`config.mk`:
```
export PLATFORM = sky130hd
export DESIGN_NAME = mem_arbiter
export DESIGN_NICKNAME = d
export VERILOG_FILES = /design/src/rtl/mem_arbiter.sv
export SDC_FILE = /design/constraint.sdc
export NUM_CORES = 1
export LEC_CHECK = 0
export BUFFER_PORTS_ARGS = -buffer_cell sky130_fd_sc_hd__buf_2
export CAP_MARGIN = 10
export CORE_UTILIZATION = 40
export DETAILED_ROUTE_END_ITERATION = 10
export GPL_TIMING_DRIVEN = 0
export PLACE_DENSITY = 0.7
export SYNTH_ARGS = -nofsm -noshare
export SYNTH_HDL_FRONTEND = slang
export SYNTH_SLANG_ARGS = --single-unit
```
`constraint.sdc`:
```
create_clock -name clk -period 2.1 [get_ports clk]
set_clock_uncertainty 0.2 [all_clocks]
set_input_delay 0.63 -clock clk [delete_from_list [all_inputs] [get_ports clk]]
set_output_delay 0.63 -clock clk [all_outputs]
set_load 0.02 [all_outputs]
```
`src/rtl/mem_arbiter.sv`:
```
// Two-requester arbiter that shares one single-port memory between instruction fetch and data.
// Data has priority, but a waiting fetch is guaranteed a slot after STARVE_LIMIT consecutive data grants.
module mem_arbiter #(
    parameter int ADDR_W       = 32,
    parameter int STARVE_LIMIT = 4
) (
    input  logic              clk,
    input  logic              rst,
    input  logic              if_req,
    input  logic [ADDR_W-1:0] if_addr,
    output logic              if_gnt,
    output logic              if_valid,
    output logic [31:0]       if_rdata,
    input  logic              d_req,
    input  logic              d_we,
    input  logic [ADDR_W-1:0] d_addr,
    input  logic [31:0]       d_wdata,
    output logic              d_gnt,
    output logic              d_valid,
    output logic [31:0]       d_rdata,
    output logic              mem_req,
    output logic              mem_we,
    output logic [ADDR_W-1:0] mem_addr,
    output logic [31:0]       mem_wdata,
    input  logic              mem_ack,
    input  logic [31:0]       mem_rdata,
    output logic              stall_if,
    output logic              stall_d,
    output logic              busy
);

    typedef enum logic [1:0] {IDLE, ACC_I, ACC_D} state_t;

    localparam logic [3:0] LIMIT = 4'(STARVE_LIMIT);

    state_t     state;
    logic [3:0] starve_cnt;
    logic       data_wins;

    // Data wins any contest unless the fetch side has already been passed over LIMIT times.
    assign data_wins = d_req & (~if_req | (starve_cnt != LIMIT));

    assign stall_if = if_req & ~if_valid;
    assign stall_d  = d_req & ~d_valid;

    always_ff @(posedge clk or negedge rst) begin
        if (!rst) begin
            state      <= IDLE;
            starve_cnt <= '0;
            mem_req    <= 1'b0;
            mem_we     <= 1'b0;
            mem_addr   <= '0;
            mem_wdata  <= '0;
            if_gnt     <= 1'b0;
            d_gnt      <= 1'b0;
            if_valid   <= 1'b0;
            d_valid    <= 1'b0;
            if_rdata   <= '0;
            d_rdata    <= '0;
            busy       <= 1'b0;
        end else begin
            if_gnt   <= 1'b0;
            d_gnt    <= 1'b0;
            if_valid <= 1'b0;
            d_valid  <= 1'b0;
            case (state)
                IDLE: begin
                    if (if_req || d_req) begin
                        mem_req <= 1'b1;
                        busy    <= 1'b1;
                        if (data_wins) begin
                            state     <= ACC_D;
                            d_gnt     <= 1'b1;
                            mem_we    <= d_we;
                            mem_addr  <= d_addr;
                            mem_wdata <= d_wdata;
                            if (if_req)
                                starve_cnt <= (starve_cnt == LIMIT) ? LIMIT : starve_cnt + 4'd1;
                            else
                                starve_cnt <= '0;
                        end else begin
                            state      <= ACC_I;
                            if_gnt     <= 1'b1;
                            mem_we     <= 1'b0;
                            mem_addr   <= if_addr;
                            starve_cnt <= '0;
                        end
                    end
                end
                ACC_I: begin
                    if (mem_ack) begin
                        state    <= IDLE;
                        mem_req  <= 1'b0;
                        busy     <= 1'b0;
                        if_valid <= 1'b1;
                        if_rdata <= mem_rdata;
                    end
                end
                ACC_D: begin
                    if (mem_ack) begin
                        state   <= IDLE;
                        mem_req <= 1'b0;
                        mem_we  <= 1'b0;
                        busy    <= 1'b0;
                        d_valid <= 1'b1;
                        // Stores complete without disturbing the last loaded word.
                        if (!mem_we)
                            d_rdata <= mem_rdata;
                    end
                end
                default: state <= IDLE;
            endcase
        end
    end

endmodule

```
[Word-level counts from Yosys, hierarchy flattened]
Index checks and enable logic that the tools add are counted.
Storage, ports and cells
  flip-flop bits (word level): 140
  input port bits: 134
  output and inout port bits: 137
  word-level logic and storage cells: 63
Cells by class
  add/sub/neg operators: 1
  eq/ne operators: 7
  mux-type cells: 23
  bitwise operators: 8
  reduce and logical (&&, ||, !) cells: 12
Operator list (number)
  32-bit 2-to-1 mux: 1
  1-bit 2-to-1 mux: 13
  4-bit 2-to-1 mux: 3
  3-bit AND reduction: 4
  2-bit 2-to-1 mux: 3
  2-bit AND reduction: 3
  4-bit by 1-bit adder with 4-bit output, second input constant: 1
  4-bit by 3-bit == test with 1-bit output, second input constant: 1
  2-bit inequality test, second input constant: 2
  4-bit by 3-bit inequality test with 1-bit output, second input constant: 1
  1-bit inverter: 4
  1-bit case mux with 2 select lines: 2
  2-bit case mux with 2 select lines: 1
  2-bit nonzero test: 2
  1-bit AND: 3
  2-bit by 1-bit == test with 1-bit output, second input constant: 1
  2-bit == test, second input constant: 1
  2-bit zero test: 1
  2-bit by 1-bit inequality test with 1-bit output, second input constant: 1
  2-bit OR reduction: 1
  1-bit logical OR: 1
  1-bit OR: 1

[Longest topological paths before layout]
  depth after elaboration: 6
  depth in mapped cells: 8
  depth with buffers taken out: 5

[Least setup slack after synthesis]
Ideal clock, no wire load.
  path kind: input -> output
  start point: input d_req
  end point: output stall_d
  data arrival time: 1544 ps
  required time: 1270 ps
  path slack: -274 ps
  cell stages on the path: 3
  buffers on the path: 2
  cell sequence: clkbuf_1 > clkbuf_1 > nor2b_1
On the way
  longest elaborated chain between the ends: 1
Ends and longest elaborated chain
  from (decl): RTL line 14  | input logic d_req,
  1-bit AND: RTL line 44  | assign stall_d = d_req & ~d_valid;
  to (decl): RTL line 28  | output logic stall_d,
No other way between the ends.

[Worst setup path in the final report]
Same ends and word-level chain as after synthesis.

==> metrics.txt <==
hold path start=d_wdata[29]; final hold vios=0; period utilization=99.5%; f_max=478 MHz; CTS Buf Count=17; Layout Utilization=58.1%; Least-Margin Pin Slew=0.505 ns; Crit. End Element=output port; status=completed; syn avg cell area=13.1 um^2; number of fill cells=1190; post-synthesis register bit count=140; dpl ws=-0.291 ns; final setup margin=0.0101 ns; initial antenna violation count=0; Initial Util=41.8%; FF-to-FF path depth=7; CTS tree=built; Synth Instances=448; CTS Sinks=140; Total GRT Usage=20.6%; DR pass1 iterations=5; most common library cells after synthesis=dfrtp_1, nand2_1, mux2_2, nand4_1, o211ai_1; CP Class=primary input to output port; WP data required=1.27 ns; Hold Path Stages=2; post-synthesis net count=588; placer congestion estimate=0.776; Area after DPL=7510 um^2; VDD IR max=0.881 mV; max cap viols=0; clk slew on worst S/H paths=0.05 ns; area of the mapped netlist=5890 um^2; Yosys cell types=31; R2R setup slack=0.10 ns; Clock Root Buffer=clkbuf_16; reg2reg end=mem_wdata[5]; residual DRC count=0; Setup-failing EPs final=0; count leader, synth=dfrtp_1; Total Power=0.0140 W; initial detailed-routing violation count=181; Hold Path Sink=mem_wdata[29]; post-DR vias/cell=5.07; Final Instance Area=8190 um^2; WL per Instance=17.0 um; share of layout cells above drive strength 1=56.9%; register area=3500 um^2; sequential area share after synthesis=59.5%; area of the core=14100 um^2; Multi-input gate area=2210 um^2; Worst EP arrival=1.26 ns; input/output buffers=270; die span in y=123 um; critical path startpoint category=primary input; Hold WC Path Type=primary input to flop; # nets final=881; antenna cells=0; via count=4729; max-slew violation count=0; leading area contributor after synthesis=dfrtp_1; Lkg Pwr=4.07 nW; Final HPWL DP=11.7 mm; global-route wire length before repair=23.5 mm; Reg-to-Reg Start=starve_cnt[0]; IO Count=271; vias in the first global route=4719; synth warn=0; PD cells=1710 nW/um^2; site row count=43; clock insertion delay at the later pin of the skew report=0.41 ns; CP startpoint=d_req; Max Root-Sink Buffers=2; worst relative slew slack=66.2%; H-Tree Depth=4; total die area=15200 um^2; maximum fanout along the worst path=10; Routed WL=15.9 mm; number of synthesized flops with an enable pin=0; die width=123 um; top_reg_cell synth=dfrtp_1; fraction of registers with async set or reset after synthesis=100%; min cycle time layout=2.09 ns; number of routed nets with antenna violations=0; pin count of the biggest net entering global routing=94; Syn-to-layout area delta=39.0%; total gr overflow=0; dominant cells by area after synthesis=dfrtp_1, mux2_2, mux2_4; share of the synthesized area in the top cell type=59.5%
==> worst max path at each step <==
| stage | end | cells past startpoint |
|---|---|---|
| 3_5_place_dp | stall_d | 5 |
| 4_1_cts | mem_addr[24] | 8 |
| 2_1_floorplan | stall_d | 3 |
| 6_report | stall_d | 5 |
| 5_1_grt | stall_d | 5 |
| 3_3_place_gp | d_gnt | 1 |
==> cell families (layout without fill, tap and decap cells) <==
logic type | Yosys count | after routing | synth area share [%]
muxes | 98 | 98 | 20.5
DFF | 140 | 140 | 59.5
adders and majority gates | 6 | 6 | 1.27
buffers and inverters | 39 | 343 | 3.19
AOI/OAI and AO/OA | 44 | 44 | 5.40
and+or+nand+nor | 120 | 120 | 9.99
xor gates and xnor gates | 1 | 1 | 0.149
==> layer usage <==
layer | up-vias | GRT usage (%) | share of wire [%]
met5 | - | 0 | 0
met4 | 0 | 8.66 | 2.4
met3 | 30 | 6.27 | 7.0
met2 | 209 | 35.3 | 52
met1 | 2320 | 23.7 | 39
li1 | 2170 | - | -
==> worst max-delay path, stage by stage <==
cell	delay (ns)
buf_6	0.10
clkbuf_8	0.13
clkbuf_16	0.15
nor2b_4	0.12
buf_6	0.12
==> timing repair <==
item,CTS,global route
gates resized for setup,21,19
hold buffers,1,0
endpoints found under the setup margin,91,60
cloned,0,0
setup buffers,1,2
pin swaps,0,2
endpoints found under the hold margin,47,0
==> final cells by class <==
type                    count  share of cell area (%)
plain buffers              33                    2.78
clock buffers              18                    5.24
clock inverters            12                    1.73
inverters                   5                   0.229
multi-input cells         269                    27.0
flip-flops and latches    140                    42.8
well taps                 180                    2.75
repair buffers            275                    17.5
==> placed cells by master (no fill, tap or decap), drive strengths merged <==
cell type	count
o31ai	2
ha	6
nand3b	1
nor2b	5
mux2	97
nand3	2
nand4	33
o21ai	5
a21oi	2
nand2	70
o211ai	33
inv	8
and2	2
mux2i	1
xor2	1
and3	2
bufinv	2
nand2b	1
clkinvlp	5
nor3b	1
clkbuf	31
clkinv	2
o21a	1
nand4b	1
buf	294
nor2	2
dlygate4sd3	1
dfrtp	140
o32ai	1
==> power breakdown <==
| group | switching (W) | internal (W) |
|---|---|---|
| Sequential | 0.000725 | 0.00404 |
| Clock | 0.00114 | 0.00175 |
| Combinational | 0.00371 | 0.00266 |
| Total | 0.00557 | 0.00845 |
==> metrics by stage <==
step	hold slack (ns)	std cells	TNS, ns
after floorplan	0.134	448	0
after global placement	0.273	898	-236.54
after detailed placement	0.284	899	-18.48
after CTS	0.229	930	0
after global routing	0.222	932	-0.00176
final	0.247	932	0
==> sequential cells by signal (all words and copies together), names as in the netlist <==
name        flops
mem_addr       32
if_valid        1
mem_wdata      32
state           2
mem_we          1
d_valid         1
d_rdata        32
if_rdata       32
d_gnt           1
busy            1
if_gnt          1
starve_cnt      4
Note: power is estimated with default switching activity, not from simulation.
